==> config.mk <==
export PLATFORM = sky130hd
export DESIGN_NAME = rst_seq_ctrl
export DESIGN_NICKNAME = d
export VERILOG_FILES = /design/src/rtl/rst_seq_ctrl.sv
export SDC_FILE = /design/constraint.sdc
export NUM_CORES = 1
export LEC_CHECK = 0
export BUFFER_PORTS_ARGS = -buffer_cell sky130_fd_sc_hd__buf_2
export CORE_MARGIN = 5
export CORE_UTILIZATION = 30
export CTS_CLUSTER_SIZE = 40
export DETAILED_ROUTE_END_ITERATION = 6
export PLACE_DENSITY = 0.52
export SLEW_MARGIN = 20
export SYNTH_ARGS = -nofsm -noshare
export SYNTH_HDL_FRONTEND = slang
export SYNTH_SLANG_ARGS = --single-unit
==> constraint.sdc <==
create_clock -name clk -period 3.1 [get_ports clk]
set_input_delay 0.155 -clock clk [delete_from_list [all_inputs] [get_ports clk]]
set_output_delay 0.155 -clock clk [all_outputs]
set_load 0.05 [all_outputs]
==> src/rtl/rst_seq_ctrl.sv <==
// rst_seq_ctrl: staged reset sequencer with hold, inter-stage gap, ready handshake and timeout.
module rst_seq_ctrl #(
  parameter int NUM_STAGES     = 4,
  parameter int HOLD_CYCLES    = 16,
  parameter int GAP_CYCLES     = 8,
  parameter int TIMEOUT_CYCLES = 64
) (
  input  logic                  clk,
  input  logic                  rst,
  input  logic                  sw_rst_req,
  input  logic [NUM_STAGES-1:0] stage_rdy,
  output logic [NUM_STAGES-1:0] stage_rst,
  output logic                  busy,
  output logic                  seq_done,
  output logic                  err,
  output logic [2:0]            err_stage
);
  localparam int CMAX = HOLD_CYCLES > TIMEOUT_CYCLES ? HOLD_CYCLES : TIMEOUT_CYCLES;
  localparam int CW   = $clog2(CMAX + 1);
  localparam int KW   = $clog2(NUM_STAGES);
  typedef enum logic [1:0] {ASSERT, RELEASE, IDLE, ERROR} state_t;
  state_t                state, state_d;
  logic [CW-1:0]         cnt, cnt_d;
  logic [KW-1:0]         k, k_d;
  logic [NUM_STAGES-1:0] stage_rst_d;
  logic                  busy_d, seq_done_d, err_d;
  logic [2:0]            err_stage_d;
  logic                  advance, last;
  assign advance = cnt >= CW'(GAP_CYCLES - 1) && stage_rdy[k];
  assign last    = k == KW'(NUM_STAGES - 1);
  always_comb begin
    state_d     = state;
    cnt_d       = cnt;
    k_d         = k;
    stage_rst_d = stage_rst;
    busy_d      = busy;
    seq_done_d  = 1'b0;
    err_d       = err;
    err_stage_d = err_stage;
    if (sw_rst_req) begin
      state_d     = ASSERT;
      cnt_d       = '0;
      k_d         = '0;
      stage_rst_d = '1;
      busy_d      = 1'b1;
      err_d       = 1'b0;
      err_stage_d = '0;
    end else begin
      case (state)
        ASSERT: begin
          busy_d      = 1'b1;
          stage_rst_d = '1;
          cnt_d       = cnt + 1'b1;
          if (cnt == CW'(HOLD_CYCLES - 1)) begin
            state_d        = RELEASE;
            stage_rst_d[0] = 1'b0;
            k_d            = '0;
            cnt_d          = '0;
          end
        end
        RELEASE: begin
          cnt_d = cnt + 1'b1;
          // an advance on the timeout edge still counts as progress
          if (advance && !last) begin
            stage_rst_d = stage_rst & ~(NUM_STAGES'(2) << k);
            k_d         = k + 1'b1;
            cnt_d       = '0;
          end else if (advance) begin
            state_d     = IDLE;
            stage_rst_d = '0;
            busy_d      = 1'b0;
            seq_done_d  = 1'b1;
          end else if (cnt == CW'(TIMEOUT_CYCLES - 1)) begin
            state_d     = ERROR;
            err_d       = 1'b1;
            err_stage_d = 3'(k);
          end
        end
        IDLE: begin
          stage_rst_d = '0;
          busy_d      = 1'b0;
        end
        default: busy_d = 1'b1;
      endcase
    end
  end
  always_ff @(posedge clk) begin
    if (rst) begin
      state     <= ASSERT;
      cnt       <= '0;
      k         <= '0;
      stage_rst <= '1;
      busy      <= 1'b1;
      seq_done  <= 1'b0;
      err       <= 1'b0;
      err_stage <= '0;
    end else begin
      state     <= state_d;
      cnt       <= cnt_d;
      k         <= k_d;
      stage_rst <= stage_rst_d;
      busy      <= busy_d;
      seq_done  <= seq_done_d;
      err       <= err_d;
      err_stage <= err_stage_d;
    end
  end
endmodule

# ---- Word level (Yosys, flattened, before mapping)
# Index checks and enable logic that the tools add are counted.
dict set report totals {
  output_inout_bits 10
  regBits 20
  elab_cells 63
  in_bits 7
}
dict set report op_classes {
  mux 21
  magnitude_cmp 2
  n_bitwise 5
  n_reduce_logical 13
  eq_ne 11
  n_addsub 2
  shifts 1
}
# cell n
set ops {}
lappend ops {{$mux 7} 2}
lappend ops {{$pmux 7 s2} 1}
lappend ops {{$mux 2} 6}
lappend ops {{$pmux 4 s3} 1}
lappend ops {{$mux 4} 2}
lappend ops {{$ne 2x2->1 const B} 4}
lappend ops {{$pmux 2 s2} 2}
lappend ops {{$reduce_and 4->1} 2}
lappend ops {{$add 7x1->7 const B} 1}
lappend ops {{$eq 7x4->1 const B} 1}
lappend ops {{$eq 7x6->1 const B} 1}
lappend ops {{$ge 7x3->1 const B} 1}
lappend ops {{$ne 3x3->1 const B} 2}
lappend ops {{$mux 1} 5}
lappend ops {{$and 4x4->4} 1}
lappend ops {{$eq 2x2->1 const B} 2}
lappend ops {{$not 4->4} 1}
lappend ops {{$reduce_and 2->1} 2}
lappend ops {{$reduce_or 4->1} 1}
lappend ops {{$shl 2x2->4 const A} 1}
lappend ops {{$lt 2x3->1 const B} 1}
lappend ops {{$not 1->1} 3}
lappend ops {{$reduce_and 3->1} 1}
lappend ops {{$reduce_bool 3->1} 1}
lappend ops {{9 further kinds} 10}

# ---- Longest topological paths before layout
# Gate-level depths: netlist (run 1).
dict set report depth {
  word_depth 6
  ltp_mapped 8
  depth_no_buf 7
}

# ---- Least setup slack after synthesis (run 1)
# OpenSTA, ideal clock, no wires.
dict set report synth_path {
  path_kind {register to register}
  start {register cnt[0]}
  end {register k[0]}
  n_path_buf 1
  arrival_ns 1.689
  slack_ns 1.336
  required_ns 3.026
  path_stages_with_launch 8
  synth_period_minus_slack_ns 1.764
  path_cell_list {dfxtp_1 ha_1 and3_1 buf_2 nand3_1 o21ai_0 or4b_1 a31oi_1}
}
dict set report synth_between {
  elab_chain_len 5
}
# item line
set synth_rtl {}
lappend synth_rtl {{from (decl)} 23} ;# logic [CW-1:0] cnt, cnt_d;
lappend synth_rtl {{from (signal assigned)} 99} ;# cnt <= cnt_d;
lappend synth_rtl {{$ge 7x3->1} 29} ;# assign advance = cnt >= CW'(GAP_CYCLES - 1) && stage_rdy[k];
lappend synth_rtl {{$logic_and 1x1->1} 29}
lappend synth_rtl {{$logic_and 1x1->1} 64} ;# if (advance && !last) begin
lappend synth_rtl {{$ne 2x2->1 (no line)} -}
lappend synth_rtl {{$reduce_and 3->1 (no line) *} -}
lappend synth_rtl {{to (signal assigned)} 100} ;# k <= k_d;
lappend synth_rtl {{to (decl)} 24} ;# logic [KW-1:0] k, k_d;
# Mark *: on every way between the ends. The rest lies on a longest branch, timed or not.
# A chain may end at the register's enable or synchronous reset.

# ---- Worst setup path after layout (run 1)
# Same ends and word-level chain as after synthesis.

==> impl_metrics.tcl, run 1 <==
set metrics [dict create \
    status "completed" \
    n_antenna_cell 0 \
    number_of_port_buffers 15 \
    place.gp.congestion 0.781 \
    start_kind "flop" \
    numCtsBuffers 3 \
    core_sq_mm 0.00372 \
    largest_net_degree_at_the_start_of_global_routing 20 \
    ant_nets 0 \
    grt_pass1_vias 1034 \
    hold_violations 0 \
    postSynthNetCount 152 \
    synth.ff_latch_count 20 \
    detailedRoute.firstIterationViolations 37 \
    wire_length_of_the_first_global_routing_pass_um 4770 \
    path_cells "ha_1, and3_1, nand3_1, o21ai_0, or4b_1, a31oi_1" \
    synthesis.instances 136 \
    grt_util_met2_pct 18.7 \
    synth_top_family_by_area "simple AND/OR/NAND/NOR gates" \
    grt-busiest-layer "met2" \
    grt_util_met3_pct 2.20 \
    area_growth_syn_to_layout_pct 15.9 \
    grt_antenna_before_repair 0 \
    worst_path_largest_cell_delay_ns 0.47 \
    max_slew.worst_pin.slew_ns 0.553 \
    powerDensity_mw_per_mm2 401 \
    setup.worst_path.end_class "flop" \
    clk_pin_slew_worst_paths_ns 0.08 \
    clkSinkCount 20 \
    grt_setup_unrepaired "false" \
    avgRoutedWirePerCell_um 14.1 \
    die_y_um 72.6 \
    yosys-mux-area-fraction_pct 6.28 \
    cts.root.buffer_cell "clkbuf_8" \
    syn_area_sq_mm 0.00118 \
    final_core_util_pct 36.7 \
    finalWorstPathRequiredPeriod_ns 1.95 \
    maximum_level_of_the_cts_h_tree 1 \
    p_leak_nw 0.510 \
    core.rowCount 22 \
    cts_setup_buffers 0 \
    total_gr_overflow 0 \
    routed_via_density 5.32 \
    data_arrival_at_the_endpoint_of_the_critical_path_ns 2.15 \
    max_slew_violation_count 0 \
    yosys.area_share.adder_pct 9.57 \
    holdBufCountCts 0 \
    ctsLongestPathBuffers 2 \
    setup_tns_ns 0 \
    tritoncts "yes" \
    initial_core_util_pct 31.6 \
    max-cap-violations 0 \
    fmax_mhz 513 \
    hpwl_reported_at_the_end_of_detailed_placement_um 2100 \
    most-common-layout-cells "dfxtp_1 (20), nor2_1 (15), buf_2 (15)" \
    seq_total_area_yosys_pct 34.0 \
    synthSimpleGateAreaFrac_pct 23.9 \
    commonest_register_cell_after_synthesis "dfxtp_1" \
    sum_of_buffers_and_inverters_on_the_critical_path 0 \
    timing.final.crit_share_pct 62.9 \
    routed_wirelength_um 2790 \
    synth_area_per_cell_sq_um 8.65 \
    critical_path_required_ns 3.30 \
    detail_route.drc_violations 0 \
    min-delay-path-class "primary input to flop" \
    critical_path_fanout_max 6 \
    max-vdd-ir-drop_mv 0.169 \
    num_vias 1054 \
    setup_violations 0 \
    synth_compound_gate_area_share_pct 19.5 \
    clk-insertion-delay-late_ns 0.26 \
    detail_route.first_pass.iterations 4 \
    number_of_flops_mapped_to_enable_cells_by_yosys 0 \
    maxSlewHeadroom_pct 62.8 \
    grt_use_total_pct 11.2 \
    critical_path.top_delay_family "simple AND/OR/NAND/NOR gates" \
    horizontal_die_dimension_um 72.6 \
    timing_worst_setup_path_type "flop to flop" \
    ys_types 46 \
    ctsResizeCount 0 \
    drive_above_1_share_pct 18.7 \
    proportion_of_register_bits_with_asynchronous_set_or_reset_after_synthesis_pct 0 \
    finClkSkew_ns 0.00412 \
    floorplan.io_pins 17 \
    synth_xor_xnor_area_share_pct 1.49 \
    final_common_cell "dfxtp_1" \
    synthesis.yosys.warnings 0 \
    nets 167 \
    fp.dieArea_sq_mm 0.00527 \
    critical-path-slowest-cell "or4b_1" \
    met1_usage_pct 14.4 \
]
## power by group
group	internal (mW)	total [mW]	switching (mW)
sequential	0.258	0.260	0.00192
clock	0.173	0.266	0.0932
combinational	0.00797	0.0213	0.0133
total	0.438	0.547	0.108
## area by class of cell
class                           count  area, sq um
Tap cell                           48         60.1
Sequential cell                    20          400
Timing Repair Buffer               16         82.6
Inverter                            8         30.0
Clock buffer                        3         41.3
Fill cell                         395         2350
Clock inverter                      1         30.0
Multi-Input combinational cell    102          718
## cell families (layout without fill, tap and decap cells)
family / after synthesis / count (layout)
adders and majority gates: 9 / 9
muxes: 6 / 6
DFF: 20 / 20
other: 1 / 1
and+or+nand+nor: 51 / 51
xor gates and xnor gates: 2 / 2
AOI/OAI and AO/OA: 33 / 33
buffers and inverters: 14 / 28
## sequential cells by signal, summed over array words and instances (netlist names)
name / flops
busy: 1
state: 2
seq_done: 1
cnt: 7
stage_rst: 4
k: 2
err: 1
err_stage: 2
## Yosys cell counts (2+ instances only)
cell      number  area share, %
clkbuf_1       4            1.3
mux2i_1        4            3.4
a21oi_1        7            3.0
or2_2          2            1.1
nor2_1        15            4.8
o22a_1         3            2.2
a211oi_1       3            1.9
nand4b_1       2            1.5
nand3_1        7            3.0
nand2_1        7            2.2
o22ai_1        2            1.1
ha_1           9            9.6
inv_1          8            2.6
or3_1          2            1.1
o21ai_0        3            1.3
nand4_1        2            1.1
nor2b_1        2            1.1
o31ai_1        2            1.3
dfxtp_1       20             34
a31oi_1        5            2.7
nor4_1         2            1.1
## tightest hold or removal path, cell delays in order
cell	delay, ns
buf_2	0.08
nor2_1	0.10
nand2_1	0.08
## worst paths after layout
check | from | endpoint | slack [ns] | cells after the start
hold / removal | sw_rst_req | busy | 0.18 | 3
hold reg to reg | stage_rst[3] | stage_rst[3] | 0.48 | 1
setup reg to reg | cnt[0] | k[0] | 1.15 | 6
setup / recovery | cnt[0] | k[0] | 1.15 | 6
## per-stage QoR
step                instance area [sq um]  setup slack, ns  hold WS (ns)  cells  power (mW)
detailed placement                   1290             1.19         0.453    194       0.287
finish                               1360             1.15         0.177    198       0.547
global placement                     1290             1.26         0.446    194       0.286
floorplan                            1180             1.34         0.297    136       0.281
CTS                                  1360             1.17         0.170    198       0.555
global route                         1360            0.997         0.204    198       0.564
## per-layer routing
metal	routed length [um]	up-vias
met5	0	-
met4	18	0
met3	151	2
met2	1440	45
met1	1180	490
li1	-	517
Power figures use the tool's default switching activity.
==> inputs of run 2 (changes only) <==
--- a/config.mk
+++ b/config.mk
@@ -5,12 +5,13 @@
 export SDC_FILE = /design/constraint.sdc
 export NUM_CORES = 1
 export LEC_CHECK = 0
+export ABC_AREA = 1
 export BUFFER_PORTS_ARGS = -buffer_cell sky130_fd_sc_hd__buf_2
 export CORE_MARGIN = 5
 export CORE_UTILIZATION = 30
 export CTS_CLUSTER_SIZE = 40
 export DETAILED_ROUTE_END_ITERATION = 6
-export PLACE_DENSITY = 0.52
+export PLACE_DENSITY = 0.53
 export SLEW_MARGIN = 20
 export SYNTH_ARGS = -nofsm -noshare
 export SYNTH_HDL_FRONTEND = slang
==> constraint.sdc (replaced) <==
create_clock -name clk -period 1.9 [get_ports clk]
set_input_delay 0.095 -clock clk [delete_from_list [all_inputs] [get_ports clk]]
set_output_delay 0.095 -clock clk [all_outputs]
set_load 0.05 [all_outputs]
==> run 2 against run 1 <==
Net effect: via count is 10% lower; setup slack worse by 0.80 ns; hold slack better by 0.028 ns; fmax is 26% higher; clock skew is 0.0037 ns higher; largest cell class unchanged; critical path depth is 4 higher; sequential cell count stayed put; core utilization is 0.86 points lower; first-iteration DRC count is 49% lower; sequential power is 62% higher; largest power group unchanged.
==> impl_metrics.tcl, run 2 <==
set metrics [dict create \
    grt_use_total_pct 9.85 \
    hold_violations 0 \
    die_y_um 70.3 \
    ys_types 24 \
    routed_wirelength_um 2230 \
    synth_top_cell_area_share_pct 36.7 \
    start_kind "flop" \
    avgRoutedWirePerCell_um 10.4 \
    synth_commonest_cells "nand2_1 (26), nor2_1 (21), dfxtp_1 (20)" \
    number_of_port_buffers 15 \
    timing_worst_setup_path_type "flop to flop" \
    timing.reg2reg.setup_slack_ns 0.35 \
    timing.final.crit_share_pct 81.6 \
    largest_net_degree_at_the_start_of_global_routing 13 \
    synthSimpleGateAreaFrac_pct 32.4 \
    hold_slack_ns 0.205 \
    commonest_register_cell_after_synthesis "dfxtp_1" \
    dpl-instance-area_sq_mm 0.00122 \
    largest_registers "cnt (7), stage_rst (4)" \
    top_register "cnt" \
    setup.worst_path.end_class "flop" \
    postSynthNetCount 164 \
    yosys-mux-area-fraction_pct 0 \
    cts.root.buffer_cell "clkbuf_8" \
    data_arrival_at_the_endpoint_of_the_critical_path_ns 1.73 \
    synth_top_family_by_area "simple AND/OR/NAND/NOR gates" \
    num_vias 948 \
    min-delay-path-class "primary input to flop" \
    floorplan.io_pins 17 \
    area_growth_syn_to_layout_pct 18.2 \
    tritoncts "yes" \
    maximum_level_of_the_cts_h_tree 1 \
    grt_setup_unrepaired "false" \
    layout.cell_area.non_filler_sq_mm 0.00129 \
    horizontal_die_dimension_um 70.3 \
    numCtsBuffers 3 \
    ctsResizeCount 0 \
    syn_area_sq_mm 0.00109 \
    place.gp.congestion 0.763 \
    core.rowCount 22 \
    clk-insertion-delay-late_ns 0.26 \
    synthesis.yosys.warnings 0 \
    max_slew.worst_pin.slew_ns 0.583 \
    cts_setup_buffers 0 \
    path_cells "ha_1, nand2_2, nand2_1, nor2_1, nand2_2, nand3_2, nand2_2, nand2_1, nand2_1, nor3_1" \
    total_gr_overflow 0 \
    synth_xor_xnor_area_share_pct 2.41 \
    synth_area_per_cell_sq_um 7.38 \
    ant_nets 0 \
    final_common_cell "nand2_1" \
    holdBufCountCts 0 \
    powerDensity_mw_per_mm2 682 \
    maxSlewHeadroom_pct 61.0 \
    core_sq_mm 0.00361 \
    max-vdd-ir-drop_mv 0.513 \
    proportion_of_register_bits_with_asynchronous_set_or_reset_after_synthesis_pct 0 \
    wire_length_of_the_first_global_routing_pass_um 4010 \
    critical_path_fanout_max 6 \
    detail_route.first_pass.iterations 4 \
    critical_path_required_ns 2.08 \
    hpwl_reported_at_the_end_of_detailed_placement_um 1750 \
    nets 183 \
    synthesis.instances 148 \
    ctsLongestPathBuffers 2 \
    number_of_flops_mapped_to_enable_cells_by_yosys 0 \
    synth_compound_gate_area_share_pct 9.97 \
    clk_pin_slew_worst_paths_ns 0.08 \
    p_leak_nw 0.545 \
    grt_pass1_vias 933 \
    n_antenna_cell 0 \
    worst_path_largest_cell_delay_ns 0.33 \
    max-cap-violations 0 \
    critical-path-slowest-cell "dfxtp_1" \
    most-common-layout-cells "nand2_1 (26), nor2_1 (21), dfxtp_1 (20)" \
    routed_via_density 4.43 \
    max_slew_violation_count 0 \
    initial_core_util_pct 30.3 \
    clkSinkCount 20 \
    detailedRoute.firstIterationViolations 19 \
    largest_register_ffs 7 \
    cell_with_the_most_instances_after_synthesis "nand2_1" \
    yosys.area_share.adder_pct 10.3 \
    finClkSkew_ns 0.00778 \
    seq_total_area_yosys_pct 36.7 \
    finalWorstPathRequiredPeriod_ns 1.55 \
    yosys.area.top_type "dfxtp_1" \
    fp.dieArea_sq_mm 0.00495 \
    synth.ff_latch_count 20 \
    detail_route.drc_violations 0 \
    drive_above_1_share_pct 21.7 \
    setup_tns_ns 0 \
    fmax_mhz 645 \
    yosys-top-cells-area "dfxtp_1 (37%), ha_1 (10%), nand2_1 (8.9%)" \
    grt_antenna_before_repair 0 \
    status "completed" \
    setup_violations 0 \
]
[run 2: cell count changes after synthesis, moves of 4 or more]
cell	change
a31oi_1	-5
mux2i_1	-4
nor2_1	+6
a21oi_1	+4
nand2_1	+19
clkbuf_1	-4
inv_1	+10
nand2_2	+6
[run 2: critical path: cells and delay by family, from the launching register on]
| family | cells | cell delay, ns |
|---|---|---|
| adder cells (fa/ha/maj) | 1 | 0.22 |
| AND/OR/NAND/NOR | 9 | 0.94 |
| flip-flops | 1 | 0.33 |
[run 2: cell type report]
class / count / area (sq um)
fillers: 396 / 2310
multi-input cells: 107 / 606
flip-flops and latches: 20 / 400
repair buffers: 16 / 82.6
inverters: 19 / 71.3
well taps: 48 / 60.1
clock buffers: 3 / 41.3
clock inverters: 1 / 30.0
[run 2: path summary, 6_finish.rpt]
check / startpoint / endpoint / depth (start not counted)
max: cnt[0] / cnt[4] / 10
min: sw_rst_req / k[1] / 4
max reg2reg: cnt[0] / cnt[4] / 10
min reg2reg: stage_rst[3] / stage_rst[3] / 2
[run 2: cells by family after synthesis]
group                    Yosys count
AND/OR/NAND/NOR                   73
XOR/XNOR                           3
AO/OA/AOI/OAI                     21
adder cells (fa/ha/maj)            9
flip-flops                        20
other                              1
buffers and inverters             21
[run 2: where the power goes]
group	total, mW	internal, mW	switching (mW)	leakage, nW
clock	0.428	0.281	0.146	0.0357
sequential	0.422	0.421	0.00159	0.162
combinational	0.0303	0.0105	0.0199	0.347
total	0.881	0.713	0.168	0.545
[run 2: per-layer routing]
| layer | vias to the layer above | global-route usage [%] | part of all wire [%] |
|---|---|---|---|
| met2 | 18 | 16.6 | 47 |
| met4 | 0 | 2.55 | 1.4 |
| met5 | - | 0 | 0 |
| met3 | 4 | 3.31 | 5.7 |
| li1 | 503 | - | - |
| met1 | 423 | 11.9 | 46 |
[run 2: per-stage QoR]
step	power, mW	cells	setup slack [ns]	util (%)
final	0.881	214	0.350	35.8
after global routing	0.918	214	0.120	35.8
after CTS	0.895	214	0.328	35.8
after detailed placement	0.463	210	0.348	33.8
after global placement	0.462	210	0.373	33.8
after floorplan	0.454	148	0.463	-
==> inputs of run 3 (changes only) <==
--- a/config.mk
+++ b/config.mk
@@ -11,7 +11,7 @@
 export CORE_UTILIZATION = 30
 export CTS_CLUSTER_SIZE = 40
 export DETAILED_ROUTE_END_ITERATION = 6
-export PLACE_DENSITY = 0.53
+export PLACE_DENSITY = 0.54
 export SLEW_MARGIN = 20
 export SYNTH_ARGS = -nofsm -noshare
 export SYNTH_HDL_FRONTEND = slang
==> constraint.sdc (replaced) <==
create_clock -name clk -period 1.4 [get_ports clk]
set_input_delay 0.07 -clock clk [delete_from_list [all_inputs] [get_ports clk]]
set_output_delay 0.07 -clock clk [all_outputs]
set_load 0.05 [all_outputs]
==> run 3 against run 2 <==
Net effect: the flow now finishes with violations (setup timing); die area did not move; wire length rose by 19%; clock power rose by 37%; via count rose by 14%; design area rose by 29%; first-iteration DRC count rose by 79%; sequential power rose by 36%; clock skew rose by 0.00094 ns; register-to-register slack got worse by 0.43 ns; sequential cell count did not move; sequential share of layout area fell by 6.3 points.
==> impl_metrics.tcl, run 3 (synthesized netlist as in run 2, its figures left out) <==
set metrics [dict create \
    status "complete, but fails checks" \
    violations "setup timing" \
    path_cells "ha_4, nand2_4, nand2_2, nor2_2, nand2_2, nand4_1, buf_4, nor2_1, o21ai_1, nand2_1" \
    drive_above_1_share_pct 47.7 \
    clkSinkCount 20 \
    numCtsBuffers 3 \
    largest_registers "cnt (7), stage_rst (4)" \
    most-common-layout-cells "buf_4 (26), nand2_1 (21), inv_1 (15), nor2_1 (15), buf_2 (15)" \
    die_y_um 70.3 \
    holdBufCountCts 0 \
    maximum_level_of_the_cts_h_tree 1 \
    crit-reg2reg-capture "stage_rst[3]" \
    multiInputGateArea_sq_um 731 \
    combPwrFrac_pct 4.7 \
    stdcell_count 243 \
    clk-insertion-delay-late_ns 0.27 \
    power.share.clock_pct 48.3 \
    powerDensity_mw_per_mm2 730 \
    initial_core_util_pct 30.3 \
    detail_route.drc_violations 0 \
    floorplan.io_pins 17 \
    timing.reg2reg.setup_slack_ns -0.08 \
    critical_path_cell_count 10 \
    fmax_mhz 676 \
    critical_path_required_ns 1.56 \
    max_slew_violation_count 0 \
    clk_pin_slew_worst_paths_ns 0.08 \
    num_vias 1079 \
    p_leak_nw 0.734 \
    core.rowCount 22 \
    area_growth_syn_to_layout_pct 52.7 \
    worst_path_largest_cell_delay_ns 0.36 \
    data_arrival_at_the_endpoint_of_the_critical_path_ns 1.64 \
    endpoint "stage_rst[3]" \
    ctsLongestPathBuffers 2 \
    sum_of_buffers_and_inverters_on_the_critical_path 1 \
    number_of_port_buffers 15 \
    max-cap-violations 0 \
    critical-path-slowest-cell "dfxtp_4" \
    grt_antenna_before_repair 0 \
    critical_path.top_delay_family "simple AND/OR/NAND/NOR gates" \
    routed_wirelength_um 2660 \
    finClkSkew_ns 0.00872 \
    wire_length_of_the_first_global_routing_pass_um 4710 \
    min-delay-path-class "primary input to flop" \
    flip_flop_and_latch_area_sq_um 413 \
    hold_violations 0 \
    critical_path.reg2reg.startpoint "cnt[0]" \
    top_register "cnt" \
    final_core_util_pct 46.3 \
    power.net_switching_uw 242 \
    finalWorstPathRequiredPeriod_ns 1.48 \
    timing.final.crit_share_pct 106 \
    cts.root.buffer_cell "clkbuf_8" \
    internal_power_uw 976 \
    detailedRoute.firstIterationViolations 34 \
    sequentialPowerShare_pct 47.0 \
    setup_violations 14 \
    detail_route.first_pass.iterations 4 \
    start_kind "flop" \
    grt_pass1_vias 1063 \
    numPlacedInstances 227 \
    ant_nets 0 \
    routed_via_density 4.44 \
    horizontal_die_dimension_um 70.3 \
    sw_frac_of_total_pct 19.8 \
    largest_register_ffs 7 \
    timing.reg2reg.worst_path_depth 10 \
    total_gr_overflow 0 \
    fp.dieArea_sq_mm 0.00495 \
    tritoncts "yes" \
    core_sq_mm 0.00361 \
    place.gp.congestion 0.764 \
    hpwl_reported_at_the_end_of_detailed_placement_um 1880 \
    nets 212 \
    worst_setup_path_startpoint "cnt[0]" \
    final_common_cell "buf_4" \
    grt_setup_unrepaired "true" \
    timing_worst_setup_path_type "flop to flop" \
    postLayoutSetupSlackWorst_ns -0.0799 \
    grt_use_total_pct 11.8 \
    fillCellCount 362 \
    crit_top_cell "nand2_2" \
    largest_net_degree_at_the_start_of_global_routing 13 \
    n_antenna_cell 0 \
    avgRoutedWirePerCell_um 10.9 \
    critical_path_fanout_max 4 \
    max-vdd-ir-drop_mv 0.484 \
    setup.worst_path.end_class "flop" \
]
## run 3: area by class of cell
class,instances,share of cell area [%]
clock buffer,3,2.48
clock inverter,1,1.80
inverter,19,4.65
multi-input combinational,107,43.8
sequential,20,24.8
tap,48,3.60
timing repair buffer,45,18.9
## run 3: how the worst min path moves through the flow
stage               startpoint  endpoint  slack (ns)  depth (start not counted)
CTS                 sw_rst_req      k[0]        0.11                          4
global route        sw_rst_req      k[1]        0.14                          4
floorplan           sw_rst_req      k[0]        0.30                          3
detailed placement  sw_rst_req      k[0]        0.40                          4
finish              sw_rst_req      k[0]        0.10                          4
global placement    sw_rst_req      k[1]        0.40                          4
## run 3: repair_timing
action,in CTS,in global routing
gates resized for setup,23,25
cloned,0,0
setup endpoints to repair,19,20
setup buffers,3,9
pin swaps,12,19
## run 3: through the flow
step	setup slack [ns]	hold WS [ns]	area, sq um	setup TNS (ns)	total power [mW]
final	-0.0799	0.101	1670	-0.546	1.22
after floorplan	-0.00263	0.298	1100	-0.00263	0.616
after detailed placement	-0.118	0.402	1350	-1.33	0.633
after CTS	-0.0427	0.108	1520	-0.178	1.23
after global placement	-0.0988	0.400	1350	-0.742	0.631
after global routing	-0.179	0.143	1670	-2.40	1.26
## run 3: layer usage
layer	routed length, um	track usage, %	up-vias
met2	1450	21.9	14
met5	0	0	-
met4	42	3.83	0
li1	-	-	561
met3	108	3.17	5
met1	1060	12.6	499
## run 3: worst min-delay path, stage by stage
cell and delay (ns):
buf_2 0.07, nor2_1 0.09, nand2_1 0.08, nor2_1 0.03
## run 3: power groups by stage
stage / clock network, mW / logic (mW) / registers, mW
after global placement: 0 / 0.0451 / 0.586
after detailed placement: 0 / 0.0465 / 0.586
final: 0.588 / 0.0572 / 0.572
after global routing: 0.628 / 0.0632 / 0.573
after floorplan: 0 / 0.0293 / 0.586
after CTS: 0.600 / 0.0535 / 0.573
